### config.mk
export PLATFORM = sky130hd
export DESIGN_NAME = mu0_bus_arbiter_flat
export DESIGN_NICKNAME = d
export VERILOG_FILES = /design/src/rtl/mu0_bus_arbiter_if.sv /design/src/rtl/mu0_bus_arbiter.sv /design/src/flat_wrapper.sv
export SDC_FILE = /design/constraint.sdc
export NUM_CORES = 1
export LEC_CHECK = 0
export ABC_AREA = 1
export BUFFER_PORTS_ARGS = -buffer_cell sky130_fd_sc_hd__buf_2
export CORE_MARGIN = 4
export CORE_UTILIZATION = 39
export DETAILED_ROUTE_END_ITERATION = 8
export GPL_TIMING_DRIVEN = 0
export PLACE_DENSITY = 0.78
export SYNTH_ARGS = -nofsm -noshare
export SYNTH_HDL_FRONTEND = slang
export SYNTH_SLANG_ARGS = --single-unit
### constraint.sdc
create_clock -name clk -period 2.85 [get_ports clk]
set_input_delay 0.1425 -clock clk [delete_from_list [all_inputs] [get_ports clk]]
set_output_delay 0.1425 -clock clk [all_outputs]
set_load 0.02 [all_outputs]
### src/rtl/mu0_bus_arbiter_if.sv
// Avalon-style master port of the MU0 memory arbiter: request fields driven by the
// master, waitrequest/readdata/readdatavalid returned by the arbiter.
interface mu0_bus_arbiter_if #(
  parameter int unsigned ADDR_W = 12,
  parameter int unsigned DATA_W = 16
);
  logic [ADDR_W-1:0] address;
  logic              read;
  logic              write;
  logic [DATA_W-1:0] writedata;
  logic              waitrequest;
  logic [DATA_W-1:0] readdata;
  logic              readdatavalid;

  modport master (
    output address, read, write, writedata,
    input  waitrequest, readdata, readdatavalid
  );

  modport slave (
    input  address, read, write, writedata,
    output waitrequest, readdata, readdatavalid
  );
endinterface

### src/rtl/mu0_bus_arbiter.sv
// Two-master round-robin arbiter for the single MU0 memory port, hiding read latency
// behind waitrequest/readdatavalid and counting contention stalls.
module mu0_bus_arbiter #(
  parameter int unsigned ADDR_W      = 12,
  parameter int unsigned DATA_W      = 16,
  parameter int unsigned MEM_LATENCY = 1
) (
  input  logic              clk,
  input  logic              rst,
  mu0_bus_arbiter_if.slave  m0,
  mu0_bus_arbiter_if.slave  m1,
  output logic [ADDR_W-1:0] mem_address,
  output logic              mem_read,
  output logic              mem_write,
  output logic [DATA_W-1:0] mem_writedata,
  input  logic [DATA_W-1:0] mem_readdata,
  output logic [15:0]       stall_count
);

  typedef enum logic [1:0] {StIdle, StRdWait, StResetHold} state_e;

  localparam logic [1:0] CntInit = (MEM_LATENCY == 0) ? 2'd0 : 2'(MEM_LATENCY - 1);

  state_e            state_q, state_d;
  logic              last_grant_q, last_grant_d;
  logic              owner_q, owner_d;
  logic [1:0]        cnt_q, cnt_d;
  logic [ADDR_W-1:0] addr_q, addr_d;
  logic [15:0]       stall_q, stall_d;

  logic              req0, req1;
  logic              grant_sel;
  logic              sel_write;
  logic [ADDR_W-1:0] sel_address;
  logic [DATA_W-1:0] sel_writedata;
  logic [1:0]        stall_inc;
  logic [16:0]       stall_sum;

  assign req0 = m0.read | m0.write;
  assign req1 = m1.read | m1.write;

  // On a tie the master that did not win last time gets the port.
  assign grant_sel     = (req0 && req1) ? ~last_grant_q : req1;
  assign sel_write     = grant_sel ? m1.write     : m0.write;
  assign sel_address   = grant_sel ? m1.address   : m0.address;
  assign sel_writedata = grant_sel ? m1.writedata : m0.writedata;

  always_comb begin
    state_d          = state_q;
    last_grant_d     = last_grant_q;
    owner_d          = owner_q;
    cnt_d            = cnt_q;
    addr_d           = addr_q;
    m0.waitrequest   = 1'b1;
    m1.waitrequest   = 1'b1;
    m0.readdatavalid = 1'b0;
    m1.readdatavalid = 1'b0;
    m0.readdata      = mem_readdata;
    m1.readdata      = mem_readdata;
    mem_address      = addr_q;
    mem_writedata    = '0;
    mem_read         = 1'b0;
    mem_write        = 1'b0;

    if (rst) begin
      state_d = StResetHold;
    end else begin
      unique case (state_q)
        // The first cycle after reset already arbitrates like IDLE.
        StIdle, StResetHold: begin
          state_d = StIdle;
          if (req0 || req1) begin
            if (grant_sel) m1.waitrequest = 1'b0;
            else           m0.waitrequest = 1'b0;
            mem_address   = sel_address;
            mem_writedata = sel_writedata;
            mem_write     = sel_write;
            mem_read      = ~sel_write;
            last_grant_d  = grant_sel;
            addr_d        = sel_address;
            if (!sel_write) begin
              if (MEM_LATENCY == 0) begin
                if (grant_sel) m1.readdatavalid = 1'b1;
                else           m0.readdatavalid = 1'b1;
              end else begin
                owner_d = grant_sel;
                cnt_d   = CntInit;
                state_d = StRdWait;
              end
            end
          end
        end
        StRdWait: begin
          if (cnt_q == 2'd0) begin
            if (owner_q) m1.readdatavalid = 1'b1;
            else         m0.readdatavalid = 1'b1;
            state_d = StIdle;
          end else begin
            cnt_d = cnt_q - 2'd1;
          end
        end
        default: state_d = StResetHold;
      endcase
    end
  end

  assign stall_inc = rst ? 2'd0
                         : {1'b0, req0 & m0.waitrequest} + {1'b0, req1 & m1.waitrequest};
  assign stall_sum = {1'b0, stall_q} + {15'd0, stall_inc};
  assign stall_d   = stall_sum[16] ? 16'hFFFF : stall_sum[15:0];

  always_ff @(posedge clk) begin
    if (rst) begin
      state_q      <= StResetHold;
      last_grant_q <= 1'b1;
      owner_q      <= 1'b0;
      cnt_q        <= 2'd0;
      addr_q       <= '0;
      stall_q      <= 16'd0;
    end else begin
      state_q      <= state_d;
      last_grant_q <= last_grant_d;
      owner_q      <= owner_d;
      cnt_q        <= cnt_d;
      addr_q       <= addr_d;
      stall_q      <= stall_d;
    end
  end

  assign stall_count = stall_q;

endmodule

### src/flat_wrapper.sv
// flat-port wrapper written by rule: the top's interface ports become plain ports
module mu0_bus_arbiter_flat 
#(
  parameter int unsigned ADDR_W      = 12,
  parameter int unsigned DATA_W      = 16,
  parameter int unsigned MEM_LATENCY = 1
)
  (clk, rst, mem_address, mem_read, mem_write, mem_writedata, mem_readdata, stall_count, m0_address, m0_read, m0_write, m0_writedata, m0_waitrequest, m0_readdata, m0_readdatavalid, m1_address, m1_read, m1_write, m1_writedata, m1_waitrequest, m1_readdata, m1_readdatavalid);
  mu0_bus_arbiter_if #(.ADDR_W(ADDR_W), .DATA_W(DATA_W)) m0_i ();
  mu0_bus_arbiter_if #(.ADDR_W(ADDR_W), .DATA_W(DATA_W)) m1_i ();
  input  logic clk;
  input  logic rst;
  output logic [ADDR_W-1:0] mem_address;
  output logic mem_read;
  output logic mem_write;
  output logic [DATA_W-1:0] mem_writedata;
  input  logic [DATA_W-1:0] mem_readdata;
  output logic [15:0] stall_count;
  input wire logic [$bits(m0_i.address)-1:0] m0_address;
  input wire logic [$bits(m0_i.read)-1:0] m0_read;
  input wire logic [$bits(m0_i.write)-1:0] m0_write;
  input wire logic [$bits(m0_i.writedata)-1:0] m0_writedata;
  output wire logic [$bits(m0_i.waitrequest)-1:0] m0_waitrequest;
  output wire logic [$bits(m0_i.readdata)-1:0] m0_readdata;
  output wire logic [$bits(m0_i.readdatavalid)-1:0] m0_readdatavalid;
  input wire logic [$bits(m1_i.address)-1:0] m1_address;
  input wire logic [$bits(m1_i.read)-1:0] m1_read;
  input wire logic [$bits(m1_i.write)-1:0] m1_write;
  input wire logic [$bits(m1_i.writedata)-1:0] m1_writedata;
  output wire logic [$bits(m1_i.waitrequest)-1:0] m1_waitrequest;
  output wire logic [$bits(m1_i.readdata)-1:0] m1_readdata;
  output wire logic [$bits(m1_i.readdatavalid)-1:0] m1_readdatavalid;
  assign m0_i.address = m0_address;
  assign m0_i.read = m0_read;
  assign m0_i.write = m0_write;
  assign m0_i.writedata = m0_writedata;
  assign m0_waitrequest = m0_i.waitrequest;
  assign m0_readdata = m0_i.readdata;
  assign m0_readdatavalid = m0_i.readdatavalid;
  assign m1_i.address = m1_address;
  assign m1_i.read = m1_read;
  assign m1_i.write = m1_write;
  assign m1_i.writedata = m1_writedata;
  assign m1_waitrequest = m1_i.waitrequest;
  assign m1_readdata = m1_i.readdata;
  assign m1_readdatavalid = m1_i.readdatavalid;
  mu0_bus_arbiter #(.ADDR_W(ADDR_W), .DATA_W(DATA_W), .MEM_LATENCY(MEM_LATENCY)) u_core (.clk(clk), .rst(rst), .m0(m0_i), .m1(m1_i), .mem_address(mem_address), .mem_read(mem_read), .mem_write(mem_write), .mem_writedata(mem_writedata), .mem_readdata(mem_readdata), .stall_count(stall_count));
endmodule
=== Word level (Yosys, flattened, before mapping) ===
Index checks and enable logic that the tools add are counted.

* Register bits: 34
* Latch bits: 0
* Bits in writable memories: 0
* Bits in read-only memories: 0
* Input bits: 78
* Output and inout bits: 82
* Memories kept: 0

* Add/sub/neg operators: 3
* Multiply operators: 0
* Divide/modulo/power cells: 0
* Order comparisons: 0
* Eq/ne operators: 6
* Shifts and indexed selects: 0
* Multiplexer cells: 42
* Bitwise operators: 6
* Reduce and logical (&&, ||, !) cells: 9

{| class="wikitable"
|+ Operator list
! cell !! count
|-
| two-way mux 16 bit || 5
|-
| two-way mux 12 bit || 4
|-
| two-way mux 1 bit || 25
|-
| adder 16 x 2 -> 17 bit || 1
|-
| two-way mux 2 bit || 6
|-
| one-hot mux 2 bit (2 select lines) || 2
|-
| logical NOT 2 bit || 2
|-
| != test 2 x 1 -> 1 bit, second input constant || 2
|-
| != test 2 bit, second input constant || 2
|-
| AND reduction 4 bit || 1
|-
| AND reduction 3 bit || 1
|-
| adder 1 x 1 -> 2 bit || 1
|-
| AND 1 bit || 2
|-
| equality test 2 x 1 -> 1 bit, second input constant || 1
|-
| equality test 2 bit, second input constant || 1
|-
| NOT 1 bit || 2
|-
| OR 1 bit || 2
|-
| AND reduction 2 bit || 1
|-
| nonzero test 2 bit || 1
|-
| OR reduction 2 bit || 1
|-
| subtractor 2 x 1 -> 2 bit, second input constant || 1
|-
| logical AND 1 bit || 1
|-
| logical OR 1 bit || 1
|}

=== Longest topological paths before layout ===
Gate-level depths: netlist (run 1).

* Word-level depth: 12
* Gate-level depth with buffers: 21
* Gate-level depth less buffers: 20

=== Least setup slack after synthesis (run 1) ===
OpenSTA, ideal clock, no wires.

* Path kind: reg2reg
* Start point: register u_core.last_grant_q
* End point: register u_core.stall_q[6] (netlist: u_core.stall_count[6])
* Library setup time: 0.070 ns
* Data arrival time: 2.645 ns
* Data required time: 2.780 ns
* Setup slack: 0.135 ns
* Stages on the path, launching flop included: 19
* Buffers on the path: 2
* Period minus slack after synthesis: 2.715 ns
* Cells stage by stage: dfxtp_1 > o21ai_2 > nand2_1 > inv_1 > buf_2 > nor2_1 > nor2_1 > ha_1 > inv_1 > nor2_1 > ha_1 > inv_1 > fa_1 > inv_1 > nand3_4 > nor3_4 > nand3_4 > buf_6 > a21oi_1

* Longest elaborated chain between the ends: 11
* Elaborated cells on any way between the ends: 16
* Those cells by class: 2 x add/sub; 11 x mux; 3 x bitwise

{| class="wikitable"
|+ Ends and longest elaborated chain
! item !! RTL line !! RTL
|-
| start, declared || mu0_bus_arbiter.sv:25 || <nowiki>logic last_grant_q, last_grant_d;</nowiki>
|-
| start signal, assigned || mu0_bus_arbiter.sv:122 || <nowiki>last_grant_q <= last_grant_d;</nowiki>
|-
| NOT 1 bit (*) || mu0_bus_arbiter.sv:43 || <nowiki>assign grant_sel = (req0 && req1) ? ~last_grant_q : req1;</nowiki>
|-
| two-way mux 1 bit (*) || mu0_bus_arbiter.sv:43 ||
|-
| two-way mux 1 bit || mu0_bus_arbiter.sv:73 || <nowiki>if (grant_sel) m1.waitrequest = 1'b0;</nowiki>
|-
| two-way mux 1 bit || mu0_bus_arbiter.sv:72 || <nowiki>if (req0 || req1) begin</nowiki>
|-
| two-way mux 1 bit || mu0_bus_arbiter.sv:68 || <nowiki>unique case (state_q)</nowiki>
|-
| two-way mux 1 bit || mu0_bus_arbiter.sv:65 || <nowiki>if (rst) begin</nowiki>
|-
| AND 1 bit || mu0_bus_arbiter.sv:108 || <nowiki>: {1'b0, req0 & m0.waitrequest} + {1'b0, req1 & m1.waitrequest};</nowiki>
|-
| adder 1 x 1 -> 2 bit (*) || mu0_bus_arbiter.sv:108 ||
|-
| two-way mux 2 bit (*) || mu0_bus_arbiter.sv:107 || <nowiki>assign stall_inc = rst ? 2'd0</nowiki>
|-
| adder 16 x 2 -> 17 bit (*) || mu0_bus_arbiter.sv:109 || <nowiki>assign stall_sum = {1'b0, stall_q} + {15'd0, stall_inc};</nowiki>
|-
| two-way mux 16 bit (*) || mu0_bus_arbiter.sv:110 || <nowiki>assign stall_d = stall_sum[16] ? 16'hFFFF : stall_sum[15:0];</nowiki>
|-
| end signal, assigned || mu0_bus_arbiter.sv:126 || <nowiki>stall_q <= stall_d;</nowiki>
|-
| end, declared || mu0_bus_arbiter.sv:29 || <nowiki>logic [15:0] stall_q, stall_d;</nowiki>
|}

Mark *: on every way between the ends. The rest lies on a longest branch, timed or not.
A chain may end at the register's enable or synchronous reset.

=== Final worst setup path (run 1) ===
* Start point: register u_core.last_grant_q
* End point: register u_core.stall_q[13] (netlist: u_core.stall_count[13])

Same word-level chain as after synthesis.

==> results.yml, run 1 <==
clock_tree:
  clockBufferDepth: 2
  cts_tree: "done"
  clkTransAtPathRegs_ns: 0.07
  clock-root-buffer: "clkbuf_8"
  cts.sinks: 34
  htreeDepth: 2
  clock_latency_ns: 0.28
  numCtsBuffers: 5
route:
  wl_per_cell_um: 12.2
  via_count: 2902
  first_iter_violations: 123
  drt-pass1-iter-count: 4
  drtAntennaViolNets: 0
  wirelength_mm: 7.58
  viasPerCell: 4.67
  drc: 0
pwr:
  comb_power_share: 0.385
  p_switching_uw: 564
  p_seq_frac: 0.334
  clkPwrFrac: 0.281
  cellPowerDensity_mw_per_mm2: 453
  ir_drop_uv: 278
  power.internal_uw: 1040
  p_leak_uw: 0.00198
  p_sw_frac: 0.352
synthesis:
  synth_nets: 472
  syn_inst: 389
  netlist_top_cells_count: "79 x nand2_1, 55 x inv_1, 55 x nor2_1"
  yosys.area.top_type_share: 0.274
  ys_ff_latch: 34
  ys.flop_type: "dfxtp_1"
  syn_area_mm2: 0.00248
  synth.most_common_cell: "nand2_1"
  yosys_warnings: 0
  seq_area_frac_synth: 0.274
  avgSynthCellArea_um2: 6.39
  synth_largest_area_cell: "dfxtp_1"
  synth.distinct_cells: 33
  synthArstFlopShare: 0
  synth_edf_count: 0
  synth_area_leaders: "dfxtp_1 27%, nand2_1 12%, buf_4 10%, inv_1 8.3%, nor2_1 8.3%"
grt:
  grt_pass1_wl_mm: 12.0
  grt_antenna_before_repair: 0
  grt-ovfl-total: 0
  grt_max_degree: 11
  grt_util_all_layers: 0.191
  grt_pass1_vias: 2767
sta:
  min_period_over_period: 0.967
  rsz0062_at_grt: "true"
  hold_ws_ns: 0.168
  layout_min_cycle_time_ns: 2.76
  max_freq_ghz: 0.363
  finalMaxSlewViolations: 0
  finalClockSkew_ns: 0.00770
  finalSetupViolCount: 0
  finalHoldViolCount: 0
  worst_pin_slew_ns: 0.626
  slew_headroom: 0.583
worst_setup_path:
  worst-setup-path-type: "flop to flop"
  path_max_fanout: 6
  start_kind: "flop"
  crit_arrival_ns: 2.99
  max_stage_delay_ns: 0.41
  critPathCaptureType: "flop"
  cp_data_required_time_ns: 3.09
  crit_chain: "o21ai_2, nand2_2, inv_2, buf_6, nor2_4, nor2_2, ha_1, inv_1, nor2_2, ha_2, inv_2, fa_2, inv_4, nand3_4, nor3_4, nand3_4, buf_12, nand3_1, nand2_1, inv_1"
  path_depth: 20
  critical-path-slowest-cell: "fa_2"
  critPathTopFamily: "adder cells"
  r2r_cells: 20
  crit_buf_inv: 7
floorplan:
  die-area_mm2: 0.00771
  io-pin-count: 160
  core-area_mm2: 0.00606
  dieHeight_um: 87.8
  core.rowCount: 28
  start_util: 0.410
  die_w_um: 87.8
cells_and_area:
  synthToLayoutAreaGrowth_pct: 42.4
  drive_gt1_frac: 0.414
  final_nets: 629
  n_antenna_cell: 0
  final_util: 0.584
  fin_cells: 621
placed_design:
  io_buffers: 142
  gp_congestion: 0.888
  dp_hpwl_mm: 5.96
  placedCellCount: 606
run_status:
  outcome: "finished, final reports clean"
min_path:
  hold_path.class: "input port to flop"
  whs_path_depth: 5
flow_run:
  drv_cap: 0
[power by group through the flow]
stage | Combinational, µW | Sequential [µW] | Clock (µW)
floorplan | 392 | 549 | 0
global placement | 578 | 543 | 0
detailed placement | 589 | 544 | 0
CTS | 600 | 534 | 456
global route | 684 | 540 | 478
finish | 618 | 535 | 450
[worst reg2reg max path: stages, from the launching register on]
cell and delay (ns):
dfxtp_2 0.34, o21ai_2 0.08, nand2_2 0.10, inv_2 0.06, buf_6 0.13, nor2_4 0.10
nor2_2 0.05, ha_1 0.28, inv_1 0.04, nor2_2 0.07, ha_2 0.19, inv_2 0.04
fa_2 0.41, inv_4 0.10, nand3_4 0.09, nor3_4 0.18, nand3_4 0.11, buf_12 0.15
nand3_1 0.07, nand2_1 0.05, inv_1 0.06
[flip-flops by register name, indices dropped and copies added, names as in the netlist]
signal / flops
u_core.last_grant_q: 1
u_core.stall_count: 16
u_core.owner_q: 1
u_core.state_q: 2
u_core.addr_q: 12
u_core.cnt_q: 2
[per-stage QoR]
stage          worst slack, ns  power [µW]  cell area, µm²  setup TNS [ns]
6_report                0.0930        1600            3540               0
3_3_place_gp            -0.244        1120            3290           -3.16
2_1_floorplan            0.135         941            2480               0
4_1_cts                0.00724        1590            3450               0
3_5_place_dp            -0.313        1130            3290           -4.04
5_1_grt                 -0.115        1700            3540          -0.954
[worst paths after layout]
kind	endpoint	slack (ns)	startpoint
setup reg to reg	u_core.stall_count[13]	0.09	u_core.last_grant_q
hold reg to reg	u_core.state_q[1]	0.46	u_core.state_q[1]
setup / recovery	u_core.stall_count[13]	0.09	u_core.last_grant_q
hold / removal	u_core.addr_q[11]	0.17	m1_address[11]
[placed cells by master, fill, tap and decap left out, drive strengths merged, types with 4 or more instances in the layout]
cell and n:
buf 195, nor3 22, a21oi 25, or2 4, ha 4, nor2 56, inv 56, clkbuf 8
nand3 31, a31oi 4, o21ai 16, dfxtp 34, nand2 81
[per-layer routing]
| layer | vias to the layer above | share of wire | global-route usage |
|---|---|---|---|
| met5 | - | 0 | 0 |
| met4 | 0 | 0.0092 | 0.0586 |
| met3 | 8 | 0.088 | 0.0405 |
| met2 | 114 | 0.49 | 0.339 |
| met1 | 1275 | 0.41 | 0.229 |
| li1 | 1505 | - | - |
[cells by family (layout without fill, tap and decap cells)]
family	after synthesis	after routing	synth area share
AO/OA/AOI/OAI	45	45	0.100
adder cells (fa/ha/maj)	5	5	0.0282
XOR/XNOR	4	4	0.0141
buffers and inverters	104	261	0.229
AND/OR/NAND/NOR	197	197	0.355
flip-flops	34	34	0.274
[cell type report]
type                            instances  area [µm²]
Clock inverter                          1        30.0
Inverter                               57         216
Multi-Input combinational cell        251        1290
Buffer                                 47         360
Fill cell                             573        2520
Clock buffer                            6        82.6
Timing Repair Buffer                  150         783
Sequential cell                        34         682
Tap cell                               75        93.8
[timing repair]
action	CTS	global route
pin swaps	1	10
gates resized for setup	6	13
hold buffers	0	0
buffers inserted	3	5
setup endpoints to repair	16	16
gates cloned	0	0
(Power assumes the default switching activity.)
==> inputs of run 2 (changes only) <==
--- a/config.mk
+++ b/config.mk
@@ -14,2 +14,3 @@
 export PLACE_DENSITY = 0.78
+export SLEW_MARGIN = 20
 export SYNTH_ARGS = -nofsm -noshare
==> constraint.sdc (replaced) <==
create_clock -name clk -period 2.85 [get_ports clk]
set_input_delay 0.57 -clock clk [delete_from_list [all_inputs] [get_ports clk]]
set_output_delay 0.57 -clock clk [all_outputs]
set_load 0.02 [all_outputs]
==> run 2 against run 1 <==
  * Worst hold slack improved by 0.28 ns
  * The flow now finishes with violations (setup timing)
  * Combinational power barely moved
  * Sequential share of layout area fell by 0.27 points
  * Register-to-register slack barely moved
  * Clock power fell by 3%
  * Power fell by 0.54%
  * Count of clock-buffer cells in the layout rose by 1
  * Worst setup slack got worse by 0.12 ns
  * Wire length rose by 1.1%
  * Cell count rose by 0.48%
==> results.yml, run 2 (synthesized netlist as in run 1, its figures left out) <==
route:
  drt-pass1-iter-count: 4
  drc: 0
  viasPerCell: 4.67
  wl_per_cell_um: 12.3
  via_count: 2914
  wirelength_mm: 7.66
  drtAntennaViolNets: 0
  first_iter_violations: 120
worst_setup_path:
  critPathTopFamily: "simple AND/OR/NAND/NOR gates"
  path_depth: 19
  crit_arrival_ns: 3.08
  path_max_fanout: 8
  r2r_cells: 17
  cp_data_required_time_ns: 3.06
  critical-path-slowest-cell: "fa_2"
  max_stage_delay_ns: 0.34
  start_kind: "input port"
  critPathCaptureType: "flop"
  crit_chain: "buf_8, nor2_4, buf_6, a21oi_4, nand2_4, nor2_4, nor2_2, ha_1, inv_1, nor2_1, ha_2, inv_2, fa_2, inv_2, nand3_4, nor3_4, nand3_4, buf_6, a31oi_1"
  worst-setup-path-type: "input port to flop"
  crit_buf_inv: 6
grt:
  grt_pass1_wl_mm: 12.1
  grt_util_all_layers: 0.192
  grt_max_degree: 14
  grt_pass1_vias: 2759
  grt-ovfl-total: 0
  grt_antenna_before_repair: 0
sta:
  finalSetupViolCount: 3
  min_period_over_period: 1.01
  finalMaxSlewViolations: 0
  max_freq_ghz: 0.348
  finalHoldViolCount: 0
  tns_ns: -0.0437
  finalClockSkew_ns: 0.00742
  worst_pin_slew_ns: 0.616
  layout_min_cycle_time_ns: 2.87
  worst_slack_ns: -0.0243
  slew_headroom: 0.589
  rsz0062_at_grt: "true"
cells_and_area:
  stdcell_area_mm2: 0.00358
  multi_input_area_mm2: 0.00131
  drive_gt1_frac: 0.426
  n_antenna_cell: 0
  nFillCells: 579
  register_area_um2: 681
  largest_reg_flops: 16
  final_common_cell: "buf_2"
  final_nets: 631
  synthToLayoutAreaGrowth_pct: 44.2
  most-common-layout-cells: "143 x buf_2, 78 x nand2_1, 52 x inv_1, 52 x nor2_1, 43 x buf_4"
pwr:
  p_leak_uw: 0.00198
  comb_power_share: 0.390
  ir_drop_uv: 233
  power.internal_uw: 1020
  p_switching_uw: 571
  p_sw_frac: 0.358
  p_seq_frac: 0.336
  clkPwrFrac: 0.275
  cellPowerDensity_mw_per_mm2: 445
clock_tree:
  numCtsBuffers: 5
  cts.sinks: 34
  cts_hold_buf: 0
  htreeDepth: 2
  clockBufferDepth: 2
  cts_tree: "done"
  clkTransAtPathRegs_ns: 0.07
  clock_latency_ns: 0.29
  clock-root-buffer: "clkbuf_8"
placed_design:
  dp_hpwl_mm: 5.94
  gp_congestion: 0.919
  placed_area_mm2: 0.00333
  io_buffers: 142
flow_run:
  drv_cap: 0
min_path:
  hold_path.class: "flop to flop"
  whs_path_depth: 2
floorplan:
  die-area_mm2: 0.00771
  core-area_mm2: 0.00606
  start_util: 0.410
  die_w_um: 87.8
  dieHeight_um: 87.8
  io-pin-count: 160
  core.rowCount: 28
run_status:
  violations: "setup timing"
  outcome: "finished, violations left"
[run 2: changes by cell type in the layout (fill, tap and decap cells not counted), sizes merged]
cell,change
buf,+2
clkbuf,+1
[run 2: worst min-delay path, delay by kind of cell (launching register included)]
family	cells	cell delay [ns]
DFF	1	0.31
and+or+nand+nor	2	0.10
[run 2: metal layers]
layer | wire (µm) | track usage | part of all wire | up-vias
met3 | 501 | 0.0235 | 0.065 | 9
li1 | - | - | - | 1502
met5 | 0 | 0 | 0 | -
met2 | 3840 | 0.342 | 0.50 | 92
met4 | 82 | 0.0530 | 0.011 | 0
met1 | 3240 | 0.241 | 0.42 | 1311
[run 2: per-stage QoR]
stage	hold WS, ns	util	power, µW	std cells	setup slack (ns)
5_1_grt	0.482	0.591	1690	624	-0.218
6_report	0.449	0.591	1600	624	-0.0243
3_5_place_dp	0.440	0.549	1140	606	-0.477
4_1_cts	0.454	0.576	1590	621	0.00568
2_1_floorplan	0.420	-	952	389	-0.0766
3_3_place_gp	0.430	0.549	1130	606	-0.453
[run 2: path summary, 6_finish.rpt]
check | slack (ns) | startpoint | end
worst max-delay path | -0.02 | m1_write | u_core.stall_count[7]
worst min-delay path | 0.45 | u_core.state_q[1] | u_core.state_q[1]
worst max register to register | 0.09 | u_core.last_grant_q | u_core.stall_count[7]
worst min register to register | 0.45 | u_core.state_q[1] | u_core.state_q[1]
[run 2: cell type report]
class	count	area share
buffer	46	0.0978
clock buffer	7	0.0213
clock inverter	1	0.00838
inverter	57	0.0615
multi-input combinational	251	0.367
sequential	34	0.190
tap	75	0.0262
timing repair buffer	153	0.228
[run 2: power groups by stage]
stage	combinational (µW)	clock (µW)	sequential, µW
after floorplan	402	0	549
after global placement	586	0	544
after detailed placement	598	0	546
after CTS	606	444	535
after global routing	690	462	539
final	621	438	535
[run 2: repair_timing]
item	in CTS	in global routing
buffers inserted	7	3
gates resized for setup	4	14
cloned	1	0
endpoints found under the hold margin	0	0
endpoints found under the setup margin	16	16
pin swaps	8	13
